==> config.mk <==
export PLATFORM = sky130hd
export DESIGN_NAME = octal_decoder_seq_flat
export DESIGN_NICKNAME = d
export VERILOG_FILES = /design/src/rtl/octal_decoder_seq_if.sv /design/src/rtl/octal_decoder_seq.sv /design/src/flat_wrapper.sv
export SDC_FILE = /design/constraint.sdc
export NUM_CORES = 1
export LEC_CHECK = 0
export CELL_PAD_IN_SITES_DETAIL_PLACEMENT = 2
export CELL_PAD_IN_SITES_GLOBAL_PLACEMENT = 2
export CORE_ASPECT_RATIO = 1.1
export CORE_UTILIZATION = 35
export CTS_BUF_LIST = sky130_fd_sc_hd__clkbuf_16
export CTS_CLUSTER_DIAMETER = 80
export CTS_CLUSTER_SIZE = 14
export DETAILED_ROUTE_END_ITERATION = 8
export PLACE_DENSITY_LB_ADDON = 0.1
export SETUP_SLACK_MARGIN = 0.05
export SLEW_MARGIN = 10
export SYNTH_ARGS = -nofsm -noshare
export SYNTH_HDL_FRONTEND = slang
export SYNTH_SLANG_ARGS = --single-unit
==> constraint.sdc <==
create_clock -name clk -period 3.4 [get_ports clk]
set_input_delay 0.51 -clock clk [delete_from_list [all_inputs] [get_ports clk]]
set_output_delay 0.51 -clock clk [all_outputs]
set_load 0.1 [all_outputs]
==> src/rtl/octal_decoder_seq_if.sv <==
// Handshake and output bundle for the sequenced 3-to-8 decoder.
// master drives codes and sweep requests; slave is the decoder itself.
interface octal_decoder_seq_if;
  logic       in_valid;
  logic       in_ready;
  logic [2:0] in;
  logic       sweep_start;
  logic [7:0] out;
  logic       out_valid;
  logic       busy;
  logic       done;

  modport master (
    output in_valid, in, sweep_start,
    input  in_ready, out, out_valid, busy, done
  );

  modport slave (
    input  in_valid, in, sweep_start,
    output in_ready, out, out_valid, busy, done
  );
endinterface

==> src/rtl/octal_decoder_seq.sv <==
// Sequenced 3-to-8 decoder: drives a one-hot line for HOLD cycles followed by GAP zero
// cycles, either for one handshaked code or as a 0..7 sweep.
module octal_decoder_seq #(
  parameter int unsigned HOLD = 4,
  parameter int unsigned GAP  = 1
) (
  input logic                clk,
  input logic                rst_n,
  octal_decoder_seq_if.slave dec
);

  localparam int unsigned MaxCnt = (HOLD > GAP) ? HOLD : GAP;
  localparam int unsigned CntW   = (MaxCnt > 0) ? $clog2(MaxCnt + 1) : 1;
  localparam logic [CntW-1:0] HoldLast = CntW'(HOLD - 1);
  localparam logic [CntW-1:0] GapLast  = (GAP > 0) ? CntW'(GAP - 1) : '0;

  typedef enum logic [1:0] {StIdle, StDrive, StGap} state_e;

  state_e          state_q, state_d;
  logic [CntW-1:0] cnt_q, cnt_d;
  logic [2:0]      code_q, code_d;
  logic            sweep_q, sweep_d;
  logic [7:0]      out_q, out_d;
  logic            done_q, done_d;
  logic            post_gap;

  always_ff @(posedge clk or negedge rst_n) begin
    if (!rst_n) begin
      state_q <= StIdle;
      cnt_q   <= '0;
      code_q  <= '0;
      sweep_q <= 1'b0;
      out_q   <= '0;
      done_q  <= 1'b0;
    end else begin
      state_q <= state_d;
      cnt_q   <= cnt_d;
      code_q  <= code_d;
      sweep_q <= sweep_d;
      out_q   <= out_d;
      done_q  <= done_d;
    end
  end

  always_comb begin
    state_d  = state_q;
    cnt_d    = cnt_q;
    code_d   = code_q;
    sweep_d  = sweep_q;
    out_d    = out_q;
    done_d   = 1'b0;
    post_gap = 1'b0;

    unique case (state_q)
      StIdle: begin
        // sweep_start wins; in_ready is low in that cycle so no code is consumed
        if (dec.sweep_start) begin
          sweep_d = 1'b1;
          code_d  = 3'd0;
          out_d   = 8'd1;
          cnt_d   = HoldLast;
          state_d = StDrive;
        end else if (dec.in_valid) begin
          code_d  = dec.in;
          out_d   = 8'd1 << dec.in;
          cnt_d   = HoldLast;
          state_d = StDrive;
        end
      end
      StDrive: begin
        if (cnt_q == '0) begin
          out_d = '0;
          if (GAP > 0) begin
            cnt_d   = GapLast;
            state_d = StGap;
          end else begin
            post_gap = 1'b1;
          end
        end else begin
          cnt_d = cnt_q - 1'b1;
        end
      end
      StGap: begin
        if (cnt_q == '0) post_gap = 1'b1;
        else             cnt_d = cnt_q - 1'b1;
      end
      default: state_d = StIdle;
    endcase

    if (post_gap) begin
      if (sweep_q && (code_q != 3'd7)) begin
        code_d  = code_q + 3'd1;
        out_d   = 8'd1 << (code_q + 3'd1);
        cnt_d   = HoldLast;
        state_d = StDrive;
      end else begin
        sweep_d = 1'b0;
        out_d   = '0;
        done_d  = 1'b1;
        state_d = StIdle;
      end
    end
  end

  assign dec.in_ready  = (state_q == StIdle) && !dec.sweep_start;
  assign dec.out       = out_q;
  assign dec.out_valid = |out_q;
  assign dec.busy      = (state_q != StIdle);
  assign dec.done      = done_q;

endmodule

==> src/flat_wrapper.sv <==
// flat-port wrapper written by rule: the top's interface ports become plain ports
module octal_decoder_seq_flat 
#(
  parameter int unsigned HOLD = 4,
  parameter int unsigned GAP  = 1
)
  (clk, rst_n, dec_in_valid, dec_in, dec_sweep_start, dec_in_ready, dec_out, dec_out_valid, dec_busy, dec_done);
  octal_decoder_seq_if dec_i ();
  input logic clk;
  input logic rst_n;
  input wire logic [$bits(dec_i.in_valid)-1:0] dec_in_valid;
  input wire logic [$bits(dec_i.in)-1:0] dec_in;
  input wire logic [$bits(dec_i.sweep_start)-1:0] dec_sweep_start;
  output wire logic [$bits(dec_i.in_ready)-1:0] dec_in_ready;
  output wire logic [$bits(dec_i.out)-1:0] dec_out;
  output wire logic [$bits(dec_i.out_valid)-1:0] dec_out_valid;
  output wire logic [$bits(dec_i.busy)-1:0] dec_busy;
  output wire logic [$bits(dec_i.done)-1:0] dec_done;
  assign dec_i.in_valid = dec_in_valid;
  assign dec_i.in = dec_in;
  assign dec_i.sweep_start = dec_sweep_start;
  assign dec_in_ready = dec_i.in_ready;
  assign dec_out = dec_i.out;
  assign dec_out_valid = dec_i.out_valid;
  assign dec_busy = dec_i.busy;
  assign dec_done = dec_i.done;
  octal_decoder_seq #(.HOLD(HOLD), .GAP(GAP)) u_core (.clk(clk), .rst_n(rst_n), .dec(dec_i));
endmodule
==> flow_summary_export.csv <==
group,metric,value,unit
outcome,status,"finished clean",
floorplanning,dieWidth,58.4,um
placement,place.detailed.hpwl,2520,um
grt,overflow,0,
critical_path,r2r_end,"u_core.code_q[0]$_DFF_PN0_",
critical_path,crit_fanout,3,
synth,synth.distinct_cells,39,
synth,netlist_area,0.00122,sq mm
synth,synthArstFlopShare,100,%
detailed_routing,dr.pass1.iters,4,
placement,place_congestion,0.812,
synth,synth_most_common_cell,"dfrtp_1",
critical_path,max_stage_delay,970,ps
critical_path,critPathLaunchType,"flip-flop",
sta,period_needed,2520,ps
clock_tree,cts_tree,"built",
critical_path,reg2reg_depth,6,
clock_tree,cts.hold.buffers_added,0,
grt,grtUsageTotal,20.6,%
clock_tree,clock_latency,260,ps
run,cap_viol_max_count,0,
grt,grt-busiest-layer,"met2",
clock_tree,numCtsBuffers,3,
floorplanning,die_h,64.0,um
critical_path,regToRegSetupSlack,1400,ps
synth,synth_common_cells,"18 x dfrtp_1, 9 x ha_1, 9 x nor2_1, 8 x inv_1, 8 x mux2_2",
layout,nets,154,
clock_tree,clock-sinks,18,
critical_path,critPathCaptureType,"output port",
detailed_routing,drt_iter0_drc,28,
synth,yosysWarnings,0,
critical_path,worstPathArrival,2010,ps
placement,io_buffers,18,
sta,setup_viol,0,
synth,yosys.area.top_type_share,36.8,%
critical_path,path_cells,"nor4_1 -> nand2_1 -> clkdlybuf4s50_1",
floorplanning,core-area,0.00333,sq mm
layout,final_layout_size_suffix_gt1_share,16.8,%
critical_path,crit-reg2reg-launch,"u_core.code_q[0]$_DFF_PN0_",
grt,grt_pass1_wl,5620,um
floorplanning,start_util,36.7,%
synth,avgSynthCellArea,10.2,sq um
layout,num_antenna_cells,0,
hold_path,holdPathStages,1,
grt,grt_max_degree,19,
grt,grt_use_met1,25.0,%
grt,use_met2,36.5,%
synth,syn-num-nets,136,
grt,grt_pass1_vias,1114,
synth,ys_ff_latch,18,
layout,syn_to_final_growth,22.8,%
detailed_routing,wl,3340,um
synth,syn_inst,120,
synth,synth_flop_cell,"dfrtp_1",
clock_tree,clk_path_buf_depth,2,
sta,slew_violations,0,
critical_path,crit_path_end,"dec_out_valid",
pwr,p_total,1.50,mW
detailed_routing,wl_per_cell,18.0,um
hold_path,worstHoldPathType,"flip-flop to flip-flop",
pwr,p_leak,0.637,nW
sta,fin_crit_sh,74.2,%
floorplanning,row_count,22,
clock_tree,cts.htree.levels,1,
clock_tree,path_clk_slew,60,ps
clock_tree,cts_root_buffer,"clkbuf_16",
grt,gr-usage-met3,2.43,%
critical_path,startpoint,"u_core.dec.out[4]$_DFFE_PN0P_",
critical_path,cp.required,2890,ps
clock_tree,post_cts_buffers,0,
sta,finalSetupTns,0,ps
floorplanning,die_area,0.00373,sq mm
synth,yosysTopAreaCell,"dfrtp_1",
sta,worst_clock_skew,5.97,ps
synth,synth-edff-count,0,
sta,finalHoldViolations,0,
sta,slew_headroom,34.8,%
sta,tightestPinTransition,976,ps
detailed_routing,via_per_inst,5.46,
synth,yosysSeqAreaShare,36.8,%
pwr,ir_drop,0.463,mV
clock_tree,cts_resized,0,
critical_path,critPathKind,"flip-flop to output port",
sta,rsz0062_at_grt,"no",
critical_path,cp_slowest_cell,"clkdlybuf4s50_1",
synth,synth_area_leaders,"dfrtp_1 37%, ha_1 9.2%, mux2_2 7.4%",
detailed_routing,final_antenna_net_count,0,
detailed_routing,drc,0,
floorplanning,ios,19,
sta,fmax,396,MHz
grt,antenna_found_initial,0,
pwr,p_per_area,1000,mW/mm^2
detailed_routing,num_vias,1011,
cells in the final DEF, fill, tap and decap left out, types with 5 or more instances in the layout:
cell | Yosys | routed
clkdlybuf4s50_1 | 0 | 16
dfrtp_1 | 18 | 18
ha_1 | 9 | 9
inv_1 | 8 | 8
mux2_2 | 8 | 8
nand2_1 | 7 | 7
nor2_1 | 9 | 9
o21ai_0 | 5 | 5
area by class of cell:
| class | instances | area, sq um |
|---|---|---|
| Multi-Input combinational cell | 88 | 703 |
| Fill cell | 361 | 1830 |
| Sequential cell | 18 | 450 |
| Timing Repair Buffer | 18 | 175 |
| Tap cell | 48 | 60.1 |
| Inverter | 9 | 33.8 |
| Clock buffer | 3 | 75.1 |
| Clock inverter | 1 | 3.75 |
routing by layer:
layer	wire length, um	vias up
met5	0	-
met4	63	0
met3	57	5
li1	-	481
met1	1450	515
met2	1770	10
worst min-delay path by stage:
stage | start | endpoint | slack [ps]
after floorplan | rst_n | u_core.cnt_q[0]$_DFF_PN0_ | 210
after global placement | u_core.sweep_q$_DFF_PN0_ | u_core.dec.done$_DFF_PN0_ | 510
after detailed placement | u_core.sweep_q$_DFF_PN0_ | u_core.dec.done$_DFF_PN0_ | 520
after CTS | u_core.sweep_q$_DFF_PN0_ | u_core.dec.done$_DFF_PN0_ | 530
after global routing | u_core.sweep_q$_DFF_PN0_ | u_core.sweep_q$_DFF_PN0_ | 550
final | u_core.sweep_q$_DFF_PN0_ | u_core.dec.done$_DFF_PN0_ | 520
sequential cells by signal (all words and copies together) (netlist names):
name	flops
u_core.sweep_q	1
u_core.cnt_q	3
u_core.dec.done	1
u_core.dec.out	8
u_core.code_q	3
u_core.state_q	2
power by group:
part	internal, mW	leakage, nW	switching, mW	total [mW]
registers	0.279	0.230	0.0927	0.372
logic	0.285	0.368	0.603	0.888
clock network	0.157	0.0385	0.0878	0.245
critical path, delay by kind of cell (launching register included):
kind / cells / cell delay, ps
buffers and inverters: 1 / 970
flip-flops: 1 / 400
AND/OR/NAND/NOR: 2 / 390
kinds of logic after synthesis:
family | Yosys count | share of synthesized area [%]
compound gates | 30 | 19.3
fa+ha+maj | 10 | 10.0
buf+inv | 14 | 5.63
flops | 18 | 36.8
mux | 10 | 9.01
simple gates | 38 | 19.1
through the flow:
stage               utilization, %  instance area [sq um]  hold WS [ps]  instances  setup WS [ps]
global route                  45.1                   1500           554        185            728
finish                        45.1                   1500           522        185            878
detailed placement            42.7                   1420           515        181            920
global placement              42.7                   1420           514        181           1020
CTS                           45.1                   1500           529        185            851
floorplan                        -                   1220           214        120            250
Note: power is estimated with default switching activity, not from simulation.
